[config.mk]
export PLATFORM = sky130hd
export DESIGN_NAME = dds_sweep_ctrl
export DESIGN_NICKNAME = d
export VERILOG_FILES = /design/src/rtl/dds_pkg.sv /design/src/rtl/dds_dwell_cnt.sv /design/src/rtl/dds_sweep_ctrl.sv
export SDC_FILE = /design/constraint.sdc
export NUM_CORES = 1
export LEC_CHECK = 0
export BUFFER_PORTS_ARGS = -buffer_cell sky130_fd_sc_hd__buf_2
export CELL_PAD_IN_SITES_DETAIL_PLACEMENT = 1
export CELL_PAD_IN_SITES_GLOBAL_PLACEMENT = 1
export CORE_MARGIN = 2
export CORE_UTILIZATION = 43
export DETAILED_ROUTE_END_ITERATION = 8
export PLACE_DENSITY = 0.83
export RECOVER_POWER = 100
export SYNTH_ARGS = -nofsm -noshare
export SYNTH_HDL_FRONTEND = slang
export SYNTH_SLANG_ARGS = --single-unit
[constraint.sdc]
create_clock -name sys_clk -period 5.2 [get_ports sys_clk]
set_clock_uncertainty 0.1 [all_clocks]
set_input_delay 0.26 -clock sys_clk [delete_from_list [all_inputs] [get_ports sys_clk]]
set_output_delay 0.26 -clock sys_clk [all_outputs]
set_load 0.1 [all_outputs]
[src/rtl/dds_pkg.sv]
// rtl/dds_pkg.sv - shared widths, FSM state encoding and wave-type codes for the DDS sweep path
package dds_pkg;

    localparam int FW_W_DEF    = 32;
    localparam int PW_W_DEF    = 12;
    localparam int DWELL_W_DEF = 24;

    typedef enum logic [1:0] {
        ST_IDLE = 2'd0,
        ST_RUN  = 2'd1,
        ST_DONE = 2'd2
    } sweep_state_t;

    localparam logic [1:0] WAVE_SINE     = 2'd0;
    localparam logic [1:0] WAVE_SQUARE   = 2'd1;
    localparam logic [1:0] WAVE_TRIANGLE = 2'd2;
    localparam logic [1:0] WAVE_SAWTOOTH = 2'd3;

endpackage

[src/rtl/dds_dwell_cnt.sv]
// rtl/dds_dwell_cnt.sv - loadable down-counter; tc flags the last clock of a dwell while enabled
module dds_dwell_cnt #(
    parameter int W = 24
) (
    input  logic         clk,
    input  logic         rst,
    input  logic         en,
    input  logic         load,
    input  logic [W-1:0] load_val,
    output logic         tc
);

    logic [W-1:0] cnt;

    always_ff @(posedge clk) begin
        if (rst) begin
            cnt <= '0;
        end else if (load) begin
            cnt <= load_val;
        end else if (cnt != '0) begin
            cnt <= cnt - W'(1);
        end
    end

    assign tc = en && (cnt == '0);

endmodule

[src/rtl/dds_sweep_ctrl.sv]
// rtl/dds_sweep_ctrl.sv - frequency-sweep sequencer feeding the DDS; SWEEP_TRIANGLE_EN adds up/down sweeps
module dds_sweep_ctrl
    import dds_pkg::*;
#(
    parameter int FW_W    = FW_W_DEF,
    parameter int PW_W    = PW_W_DEF,
    parameter int DWELL_W = DWELL_W_DEF
) (
    input  logic               sys_clk,
    input  logic               sys_rst,
    input  logic               start,
    input  logic               stop_req,
    input  logic               continuous,
    input  logic [FW_W-1:0]    f_start,
    input  logic [FW_W-1:0]    f_stop,
    input  logic [FW_W-1:0]    f_step,
    input  logic [DWELL_W-1:0] dwell,
    input  logic [PW_W-1:0]    p_word_in,
    input  logic [1:0]         wave_in,
    output logic               dds_en,
    output logic [FW_W-1:0]    f_word,
    output logic [PW_W-1:0]    p_word,
    output logic [1:0]         wave_type,
    output logic               busy,
    output logic               step_strobe,
    output logic               done
);

    sweep_state_t state, state_nxt;

    logic [FW_W-1:0]    f_start_r, f_stop_r, f_step_r;
    logic [DWELL_W-1:0] dwell_r, dwell_m1;
    logic               cont_r;

    logic               accept, advance, tc, cnt_load;
    logic               degenerate, up_end;
    logic [FW_W:0]      sum_up;
    logic [FW_W-1:0]    up_word, step_word;

    logic [FW_W-1:0]    f_word_d;
    logic               strobe_d, busy_d, done_d;

`ifdef SWEEP_TRIANGLE_EN
    logic               dir_r, dir_nxt;
    logic [FW_W:0]      diff_dn;
    logic [FW_W-1:0]    down_word;
`endif

    assign dwell_m1 = (dwell == '0) ? '0 : dwell - DWELL_W'(1);

    assign accept   = (state == ST_IDLE) && start && !stop_req;
    assign cnt_load = accept || advance;

    dds_dwell_cnt #(.W(DWELL_W)) u_dwell (
        .clk      (sys_clk),
        .rst      (sys_rst),
        .en       (state == ST_RUN),
        .load     (cnt_load),
        .load_val (accept ? dwell_m1 : dwell_r),
        .tc       (tc)
    );

    // Sums are one bit wider so a carry out of FW_W still reads as "past f_stop".
    assign sum_up     = {1'b0, f_word} + {1'b0, f_step_r};
    assign degenerate = (f_step_r == '0) || (f_start_r > f_stop_r);
    assign up_end     = degenerate || (f_word == f_stop_r);
    assign up_word    = (sum_up > {1'b0, f_stop_r}) ? f_stop_r : sum_up[FW_W-1:0];

`ifdef SWEEP_TRIANGLE_EN
    assign diff_dn   = {1'b0, f_word} - {1'b0, f_step_r};
    assign down_word = (diff_dn[FW_W] || (diff_dn[FW_W-1:0] < f_start_r)) ? f_start_r
                                                                          : diff_dn[FW_W-1:0];

    always_comb begin
        step_word = up_end ? f_start_r : up_word;
        dir_nxt   = dir_r;
        if (cont_r && !degenerate) begin
            if (!dir_r) begin
                if (f_word == f_stop_r) begin
                    dir_nxt   = 1'b1;
                    step_word = down_word;
                end else begin
                    step_word = up_word;
                end
            end else begin
                if (f_word == f_start_r) begin
                    dir_nxt   = 1'b0;
                    step_word = up_word;
                end else begin
                    step_word = down_word;
                end
            end
        end
    end
`else
    assign step_word = up_end ? f_start_r : up_word;
`endif

    // A stop request wins over a dwell end landing on the same cycle.
    assign advance = (state == ST_RUN) && !stop_req && tc && (cont_r || !up_end);

    always_ff @(posedge sys_clk) begin
        if (sys_rst) begin
            state <= ST_IDLE;
        end else begin
            state <= state_nxt;
        end
    end

    always_comb begin
        state_nxt = state;
        case (state)
            ST_IDLE: if (accept) state_nxt = ST_RUN;
            ST_RUN: begin
                if (stop_req) begin
                    state_nxt = ST_IDLE;
                end else if (tc && up_end && !cont_r) begin
                    state_nxt = ST_DONE;
                end
            end
            ST_DONE: state_nxt = ST_IDLE;
            default: state_nxt = ST_IDLE;
        endcase
    end

    always_comb begin
        f_word_d = f_word;
        strobe_d = 1'b0;
        busy_d   = (state_nxt == ST_RUN);
        done_d   = (state_nxt == ST_DONE);
        if (accept) begin
            f_word_d = f_start;
            strobe_d = 1'b1;
        end else if (advance) begin
            f_word_d = step_word;
            strobe_d = 1'b1;
        end
    end

    always_ff @(posedge sys_clk) begin
        if (sys_rst) begin
            f_start_r   <= '0;
            f_stop_r    <= '0;
            f_step_r    <= '0;
            dwell_r     <= '0;
            cont_r      <= 1'b0;
            f_word      <= '0;
            p_word      <= '0;
            wave_type   <= '0;
            busy        <= 1'b0;
            dds_en      <= 1'b0;
            step_strobe <= 1'b0;
            done        <= 1'b0;
        end else begin
            if (accept) begin
                f_start_r <= f_start;
                f_stop_r  <= f_stop;
                f_step_r  <= f_step;
                dwell_r   <= dwell_m1;
                cont_r    <= continuous;
                p_word    <= p_word_in;
                wave_type <= wave_in;
            end
            f_word      <= f_word_d;
            busy        <= busy_d;
            dds_en      <= busy_d;
            step_strobe <= strobe_d;
            done        <= done_d;
        end
    end

`ifdef SWEEP_TRIANGLE_EN
    always_ff @(posedge sys_clk) begin
        if (sys_rst) begin
            dir_r <= 1'b0;
        end else if (accept) begin
            dir_r <= 1'b0;
        end else if (advance) begin
            dir_r <= dir_nxt;
        end
    end
`endif

endmodule

---- Word level (Yosys, flattened, before mapping) ----
Index checks and enable logic that the tools add are counted.
storage, ports and cells
  flip-flop bits (word level) ............. 196
  bits of input ports ..................... 139
  output and inout port bits .............. 50
cells by class
  add/sub/neg operators ................... 3
  order comparisons ....................... 2
  equal/unequal tests ..................... 4
  mux-type cells .......................... 14
  reductions and logical operators ........ 22
operators with widths
  cell                                                count
  two-way mux 32 bit                                  4
  two-way mux 24 bit                                  4
  logical NOT 24 bit                                  2
  subtractor 24 x 1 -> 24 bit, second input constant  2
  adder 32 x 32 -> 33 bit                             1
  > comparator 33 x 32 -> 1 bit                       1
  == test 32 bit                                      1
  > comparator 32 bit                                 1
  logical NOT 32 bit                                  1
  nonzero test 24 bit                                 1
  logical AND 1 bit                                   8
  two-way mux 2 bit                                   3
  == test 2 x 1 -> 1 bit, second input constant       2
  logical OR 1 bit                                    4
  one-hot mux 2 bit (2 select lines)                  1
  nonzero test 2 bit                                  2
  logical NOT 1 bit                                   3
  == test 2 bit, second input constant                1
  logical NOT 2 bit                                   1
  two-way mux 1 bit                                   2

---- Logic depth before layout (Yosys ltp) ----
Gate-level depths: netlist of the first run.
  depth after elaboration ................. 9
  depth in mapped cells ................... 22
  mapped depth without buffers ............ 20

---- By module ----
From an unflattened synthesis of the first run, not the netlist that was laid out.
second synthesis, totals
  cell total of the unflattened synthesis .. 1560
  area, all modules ....................... 12285.5 um^2
by module, submodules not included
  module          instances  cells an instance  area each (um^2)
  dds_sweep_ctrl  1          1406               11023.1
  dds_dwell_cnt   1          154                1262.5

---- Worst setup path before layout of the first run ----
OpenSTA, ideal clock, no wires.
  kind .................................... register -> register
  from .................................... register f_word[10]
  to ...................................... register f_word[10]
  arrival ................................. 5.281 ns
  path slack .............................. -0.319 ns
  stages on the path, launching flop included .. 21
  path buffers ............................ 2
  clock period less this slack ............ 5.519 ns
  cells stage by stage .................... dfxtp_1 ha_1 clkbuf_1 and4_1 a221oi_1 o21ai_0 a2111oi_2 o21bai_1 o21ai_0 a21oi_1 a311o_1 ha_1 nand4_1 nor2_1 and4b_1 mux2i_1 o2bb2ai_4 buf_12 mux2_4 a222oi_1 a211oi_1
on the way
  word-level cells in the longest chain between the ends .. 6
  elaborated cells between the ends (all ways) .. 12
ends and longest elaborated chain
  item                                                                      line                                          text
  start, declared                                                           dds_sweep_ctrl.sv:21                          output logic [FW_W-1:0] f_word,
  start signal, assigned                                                    dds_sweep_ctrl.sv:164                         f_word <= f_word_d;
  adder 32 x 32 -> 33 bit / == test 32 bit (equally long branches)          dds_sweep_ctrl.sv:64, dds_sweep_ctrl.sv:66
  > comparator 33 x 32 -> 1 bit / logical OR 1 bit (equally long branches)  dds_sweep_ctrl.sv:67, dds_sweep_ctrl.sv:66
  two-way mux 32 bit / logical NOT 1 bit (equally long branches)            dds_sweep_ctrl.sv:67, dds_sweep_ctrl.sv:100
  two-way mux 32 bit / logical OR 1 bit (equally long branches)             dds_sweep_ctrl.sv:96, dds_sweep_ctrl.sv:100
  two-way mux 32 bit / logical AND 1 bit (equally long branches)            dds_sweep_ctrl.sv:134, dds_sweep_ctrl.sv:100
  two-way mux 32 bit / nonzero test 2 bit (equally long branches)           --
Parallel ways exist; a longest one is shown, timed or not. The select of a mux whose other input is x is not followed.
A chain may end at the register's enable or synchronous reset.

---- Final worst setup path of the first run ----
  from .................................... register f_word[6]
  to ...................................... register f_word[16]
The elaborated chain is that of the path after synthesis.

==> run_results.csv, run 1 <==
group,metric,value,unit
detailed_routing,first_pass_iters,5,
die,dieArea,0.0292,mm^2
clocking,cts_max_path_buffers,2,
placement,dp_hpwl,31.6,mm
global_route,grt_usage,0.324,
timing,slew_viol_final,143,
detailed_routing,drt-total-wl,49.8,mm
layout,syn_to_final_growth,32.3,%
clocking,worstSkewPairLatency,460,ps
placement,port_buffers,188,
logic_synthesis,ys.flop_type,"dfxtp_1",
job,maxCapViolCount,1,
clocking,root_buffer,"clkbuf_16",
global_route,grt_pass1_vias,13700,
clocking,cts.sinks,196,
logic_synthesis,synth_nets,1738,
timing,rsz0062_at_grt,"true",
critical_path,cp.required,5380,ps
die,die_w,171,um
critical_path,startpoint_type,"register",
timing,final_hold_viol_count,0,
critical_path,cp.arrival,5450,ps
timing,fin_crit_sh,1.01,
placement,placed_area,0.0136,mm^2
detailed_routing,ant_nets,0,
hold_path,hold_depth,3,
critical_path,rr_endpoint,"f_word[16]",
logic_synthesis,avgSynthCellArea,7.99,um^2
layout,drive_above_1_share,0.202,
pwr,p_per_area,334,mW/mm^2
detailed_routing,drtIter0Drc,1051,
logic_synthesis,ys_seq_area_frac,0.327,
global_route,grt_pass1_wl,73.8,mm
global_route,grt_start_max_net_pins,143,
die,start_util,0.434,
placement,gp_congestion,0.913,
timing,relSlewSlack,-1.07,
hold_path,hold_path.class,"in2reg",
critical_path,crit_path_max_fanout,6,
logic_synthesis,synth-async-reset-ratio,0,
logic_synthesis,synthCells,1500,
timing,setup_ws,-64.6,ps
pwr,peakVddDrop,0.215,mV
hold_path,timing.hold.worst.start,"f_start[24]",
timing,setup_viol,5,
layout,fin_area,0.0158,mm^2
critical_path,reg2reg_from,"f_word[6]",
critical_path,crit_chain,"ha_4 > a21o_1 > a221oi_4 > o21ai_2 > a2111oi_4 > o21bai_1 > o21ai_1 > buf_4 > nand2_1 > xor2_2 > ha_1 > a21o_1 > a21oi_4 > nor2_1 > and4b_2 > nand4b_1 > o2bb2ai_4 > buf_12 > clkbuf_16 > mux2_4 > a222oi_1 > a211oi_1",
detailed_routing,drc,0,
timing,tightest_slew,3110,ps
detailed_routing,viasPerCell,5.91,
clocking,cts_made_buffers,17,
pwr,leakage,6.41,nW
logic_synthesis,yosys_warnings,0,
hold_path,hold_end,"f_start_r[24]",
timing,finalSetupTns,-208,ps
global_route,grt_remaining_overflow,0,
logic_synthesis,synth-edff-count,0,
die,die-height,171,um
logic_synthesis,synth.cell_area,0.0120,mm^2
clocking,htreeDepth,4,
logic_synthesis,yosys.cell_types.count,77,
timing,period_needed,5260,ps
global_route,antenna_found_initial,1,
clocking,tritoncts,"built",
critical_path,cp_common_cell,"a21o_1",
critical_path,r2r_slack,-60,ps
die,pin_count,189,
timing,fmax,190,MHz
critical_path,reg2reg_depth,22,
timing,whs,9.59,ps
detailed_routing,wl_per_cell,22.5,um
logic_synthesis,ys_ff_latch,196,
critical_path,end_kind,"register",
run_status,violations,"max-capacitance violations, max-slew violations, negative setup slack",
detailed_routing,vias,13100,
run_status,status,"finished, violations left",
die,rows,61,
layout,nNetsFinal,2062,
critical_path,max_stage_delay,420,ps
layout,fillers,3374,
clocking,path_clk_slew,90,ps
die,core_area,0.0276,mm^2
critical_path,criticalPathCategory,"reg2reg",
pwr,total_power,5.29,mW
critical_path,cp_slowest_cell,"a2111oi_4",
==> synth_stat cells, types with 4 or more instances <==
| cell type | number | area (um^2) |
|---|---|---|
| a211oi_1 | 44 | 330 |
| a21o_1 | 25 | 188 |
| a21oi_1 | 184 | 921 |
| a222oi_1 | 21 | 210 |
| a31o_2 | 4 | 35.0 |
| a31oi_1 | 9 | 56.3 |
| and2_1 | 12 | 75.1 |
| and3_1 | 7 | 43.8 |
| buf_2 | 8 | 40.0 |
| clkbuf_1 | 57 | 214 |
| dfxtp_1 | 196 | 3920 |
| ha_1 | 98 | 1230 |
| inv_1 | 51 | 191 |
| mux2_2 | 8 | 90.1 |
| mux2_4 | 15 | 225 |
| mux2i_1 | 9 | 90.1 |
| nand2_1 | 278 | 1040 |
| nand3_1 | 13 | 65.1 |
| nand4_1 | 28 | 175 |
| nor2_1 | 132 | 495 |
| nor3_1 | 30 | 150 |
| nor3b_1 | 8 | 60.1 |
| nor4_1 | 24 | 150 |
| nor4b_1 | 5 | 43.8 |
| o211ai_1 | 6 | 45.0 |
| o21a_1 | 6 | 45.0 |
| o21ai_0 | 40 | 200 |
| o31ai_1 | 6 | 45.0 |
| or4_1 | 6 | 45.0 |
| xnor2_1 | 76 | 666 |
| xor2_1 | 23 | 201 |
==> layout make-up <==
| type | instances | area, um^2 | share of cell area |
|---|---|---|---|
| Clock buffer | 17 | 425 | 0.0268 |
| Timing Repair Buffer | 381 | 2650 | 0.167 |
| Tap cell | 378 | 473 | 0.0298 |
| Clock inverter | 15 | 195 | 0.0123 |
| Sequential cell | 196 | 3970 | 0.251 |
| Multi-Input combinational cell | 1177 | 7930 | 0.500 |
| Antenna cell | 2 | 5.00 | 0.000316 |
| Inverter | 51 | 191 | 0.0121 |
==> through the flow <==
| step | setup slack, ps | util | std cells |
|---|---|---|---|
| after floorplan | 39.1 | - | 1500 |
| after global placement | -227 | 0.492 | 2054 |
| after detailed placement | -401 | 0.492 | 2054 |
| after CTS | -12.3 | 0.559 | 2201 |
| after global routing | -197 | 0.573 | 2216 |
| final | -64.6 | 0.574 | 2217 |
==> cell families after synthesis <==
logic type	Yosys count	synth area share
xor gates and xnor gates	99	0.0724
AOI/OAI and AO/OA	374	0.196
muxes	32	0.0338
DFF	196	0.327
adders and majority gates	99	0.104
and+or+nand+nor	572	0.219
buffers and inverters	128	0.0474
==> timing repair <==
item	CTS	global route
hold endpoints to repair	106	1
pin swaps	16	50
setup buffers	8	15
setup endpoints to repair	29	30
resized for setup	20	68
hold buffers	106	1
gates cloned	1	1
==> critical path, delay by kind of cell (launching register included) <==
family	cells	cell delay, ps
AOI/OAI and AO/OA	11	2520
DFF	1	370
xor gates and xnor gates	1	190
and+or+nand+nor	4	660
buffers and inverters	3	480
muxes	1	290
adders and majority gates	2	470
==> how the worst max path moves through the flow <==
stage,slack [ps],startpoint,depth (start not counted),end
2_1_floorplan,40,f_word[10],20,f_word[10]
3_3_place_gp,-230,f_step_r[0],21,f_word[14]
3_5_place_dp,-400,f_step_r[0],21,f_word[15]
4_1_cts,-10,f_word[0],21,f_word[15]
5_1_grt,-200,f_word[6],21,f_word[8]
6_report,-60,f_word[6],22,f_word[16]
==> flip-flops by register name (all words and copies together), names as in the netlist <==
name,count
cont_r,1
f_stop_r,32
u_dwell.cnt,24
done,1
dwell_r,24
p_word,12
state,2
busy,1
step_strobe,1
f_word,32
f_step_r,32
f_start_r,32
wave_type,2
==> placed cells by master, fill, tap and decap left out, types with 5 or more instances in the layout <==
cell / instances
clkinv_8: 6
nor3b_1: 8
buf_4: 75
inv_1: 51
clkbuf_16: 18
a21oi_1: 178
mux2i_1: 8
nor2_1: 129
dfxtp_4: 6
nand2_1: 278
mux2_2: 6
xnor2_1: 73
a222oi_1: 21
ha_1: 83
nor4_1: 24
and2_0: 8
o21ai_1: 5
dfxtp_2: 22
dlygate4sd3_1: 107
a211oi_1: 42
a31oi_1: 8
buf_2: 137
nand4_1: 28
a21o_1: 24
dfxtp_1: 168
o31ai_1: 5
or4_1: 6
o21ai_0: 37
ha_4: 13
xor2_1: 22
nor3_1: 31
clkbuf_1: 50
o21a_1: 6
nand3_1: 13
mux2_4: 17
buf_6: 5
and3_1: 7
o211ai_1: 6
==> where the power goes <==
group          internal (mW)  leakage [nW]  switching, mW
Clock                  0.661         0.295          0.741
Combinational          0.886          4.50           1.24
Sequential              1.62          1.62          0.141
==> per-layer routing <==
metal | GRT usage | part of all wire | vias to the layer above
met1 | 0.371 | 0.39 | 6498
met5 | 0 | 0 | -
met3 | 0.0509 | 0.054 | 169
met4 | 0.150 | 0.049 | 0
li1 | - | - | 5965
met2 | 0.589 | 0.50 | 475
Power figures use the tool's default switching activity.
==> inputs of run 2 (changes only) <==
--- a/config.mk
+++ b/config.mk
@@ -11,7 +11,7 @@
 export CORE_MARGIN = 2
 export CORE_UTILIZATION = 43
 export DETAILED_ROUTE_END_ITERATION = 8
-export PLACE_DENSITY = 0.83
+export PLACE_DENSITY_LB_ADDON = 0.25
 export RECOVER_POWER = 100
 export SYNTH_ARGS = -nofsm -noshare
 export SYNTH_HDL_FRONTEND = slang
==> run 2 against run 1 <==
Effect of this change: highest routed layer unchanged; sequential share of layout area up 0.57 points; count of clock-buffer cells in the layout up 1; wire length down 8.8%; largest cell class unchanged; worst hold slack better by 12 ps; clock power about the same; sequential power about the same; sequential cell count unchanged; the run now ends clean; final area down 2.4%.
==> run_results.csv, run 2 (same netlist as run 1, synthesis figures left out) <==
group,metric,value,unit
layout,final_cell_mix,"277 x nand2_1, 177 x a21oi_1, 173 x dfxtp_1",
critical_path,reg2reg_depth,21,
clocking,path_clk_slew,70,ps
die,start_util,0.434,
detailed_routing,ant_nets,0,
critical_path,rr_endpoint,"f_word[16]",
timing,final_hold_viol_count,0,
die,die_w,171,um
die,pin_count,189,
die,dieArea,0.0292,mm^2
timing,rsz0062_at_grt,"true",
timing,setup_ws,71.6,ps
clocking,root_buffer,"clkbuf_16",
detailed_routing,vias,12400,
pwr,p_seq_frac,0.347,
timing,relSlewSlack,0.140,
placement,post-place-ws,-167,ps
critical_path,startpoint_type,"register",
detailed_routing,drt-total-wl,45.5,mm
layout,nNetsFinal,2026,
die,core_area,0.0276,mm^2
timing,tightest_slew,1290,ps
die,rows,61,
pwr,power.switching,1.97,mW
placement,port_buffers,188,
global_route,grt_remaining_overflow,0,
clocking,cts_made_buffers,17,
timing,period_needed,5130,ps
critical_path,criticalPathCategory,"reg2reg",
run_status,status,"finished clean",
detailed_routing,drc,0,
critical_path,cp.arrival,5310,ps
hold_path,timing.hold.worst.start,"f_start[30]",
pwr,sw_frac_of_total,0.389,
clocking,cts.sinks,196,
job,maxCapViolCount,0,
global_route,grt_usage,0.303,
layout,syn_to_final_growth,29.0,%
pwr,peakVddDrop,0.252,mV
global_route,antenna_found_initial,1,
global_route,grt_start_max_net_pins,111,
detailed_routing,wl_per_cell,20.9,um
pwr,clkPwrFrac,0.274,
clocking,cts_max_path_buffers,2,
layout,final_util,0.560,
critical_path,r2r_slack,70,ps
clocking,tritoncts,"built",
critical_path,reg2reg_from,"f_word[16]",
timing,fmax,195,MHz
global_route,grt_pass1_wl,68.8,mm
pwr,power_frac_comb,0.379,
hold_path,hold_end,"f_start_r[30]",
detailed_routing,viasPerCell,5.67,
detailed_routing,drtIter0Drc,769,
global_route,grt_pass1_vias,13000,
hold_path,hold_depth,3,
clocking,htreeDepth,4,
pwr,leakage,6.22,nW
timing,setup_viol,0,
critical_path,end_kind,"register",
hold_path,hold_path.class,"in2reg",
critical_path,crit_path_max_fanout,5,
detailed_routing,first_pass_iters,5,
pwr,p_per_area,327,mW/mm^2
layout,mostFrequentLayoutCell,"nand2_1",
layout,drive_above_1_share,0.181,
placement,gp_congestion,0.909,
timing,slew_viol_final,0,
pwr,p_int,3.09,mW
placement,dp_hpwl,30.6,mm
clocking,worstSkewPairLatency,460,ps
critical_path,cp.required,5380,ps
timing,fin_crit_sh,0.986,
die,die-height,171,um
-- run 2: changes by cell type in the layout (fill, tap and decap cells not counted), sizes merged --
cell	delta
clkinvlp	-1
inv	+4
clkbuf	-3
buf	-33
clkinv	-5
diode	-1
o2bb2ai	-1
dlygate4sd3	+2
bufinv	+1
-- run 2: layer usage --
layer | share of wire | routed length, um | up-vias | global-route usage
li1 | - | - | 5894 | -
met4 | 0.037 | 1700 | 0 | 0.122
met3 | 0.052 | 2350 | 108 | 0.0652
met5 | 0 | 0 | - | 0
met1 | 0.41 | 18700 | 6019 | 0.351
met2 | 0.50 | 22800 | 338 | 0.542
-- run 2: cell type report --
class / count / area [um^2]
Timing Repair Buffer: 346 / 2390
Inverter: 51 / 191
Antenna cell: 1 / 2.50
Tap cell: 378 / 473
Clock buffer: 18 / 439
Fill cell: 3399 / 12200
Clock inverter: 14 / 155
Multi-Input combinational cell: 1176 / 7850
Sequential cell: 196 / 3970
-- run 2: worst max-delay path by stage --
| stage | cells past startpoint | end | from |
|---|---|---|---|
| 2_1_floorplan | 20 | f_word[10] | f_word[10] |
| 3_3_place_gp | 21 | f_word[5] | f_word[9] |
| 3_5_place_dp | 21 | f_word[0] | f_word[9] |
| 4_1_cts | 20 | f_word[16] | f_step_r[0] |
| 5_1_grt | 22 | f_word[15] | f_step_r[0] |
| 6_report | 21 | f_word[16] | f_word[16] |
-- run 2: critical path, stage by stage, from the launching register on --
cell	delay (ps)
dfxtp_4	370
ha_4	250
a21oi_4	120
o21ai_2	90
o41a_1	490
a2111oi_4	320
buf_4	180
o21bai_2	80
buf_4	150
a21oi_4	160
xnor2_2	110
ha_1	320
nand4_1	210
nor4_4	310
o21ai_1	100
a31o_2	230
nand4b_1	140
o2bb2ai_4	220
clkbuf_16	230
mux2_4	290
a222oi_1	360
a211oi_1	140
-- run 2: power by group through the flow --
stage,sequential (mW),clock [mW],combinational [mW]
after floorplan,1.92,0,1.10
after CTS,1.75,1.40,1.81
after global routing,1.77,1.46,2.06
after detailed placement,1.78,0,1.72
after global placement,1.77,0,1.67
final,1.75,1.38,1.92
-- run 2: timing repair --
action,in CTS,in global routing
setup buffers,1,9
setup endpoints to repair,23,28
hold buffers,109,0
gates cloned,0,1
hold endpoints to repair,109,0
gates resized for setup,7,63
pin swaps,3,50
-- run 2: per-stage QoR --
stage          TNS, ps  instance area, um^2  power [mW]  instances  hold slack (ps)
2_1_floorplan        0                12000        3.03       1500              296
3_3_place_gp     -1.47                13400        3.44       2027              339
3_5_place_dp     -1570                13400        3.50       2027              344
4_1_cts          -1.04                15100        4.96       2169             21.5
5_1_grt          -1130                15500        5.28       2179             13.2
6_report             0                15500        5.05       2180             21.4
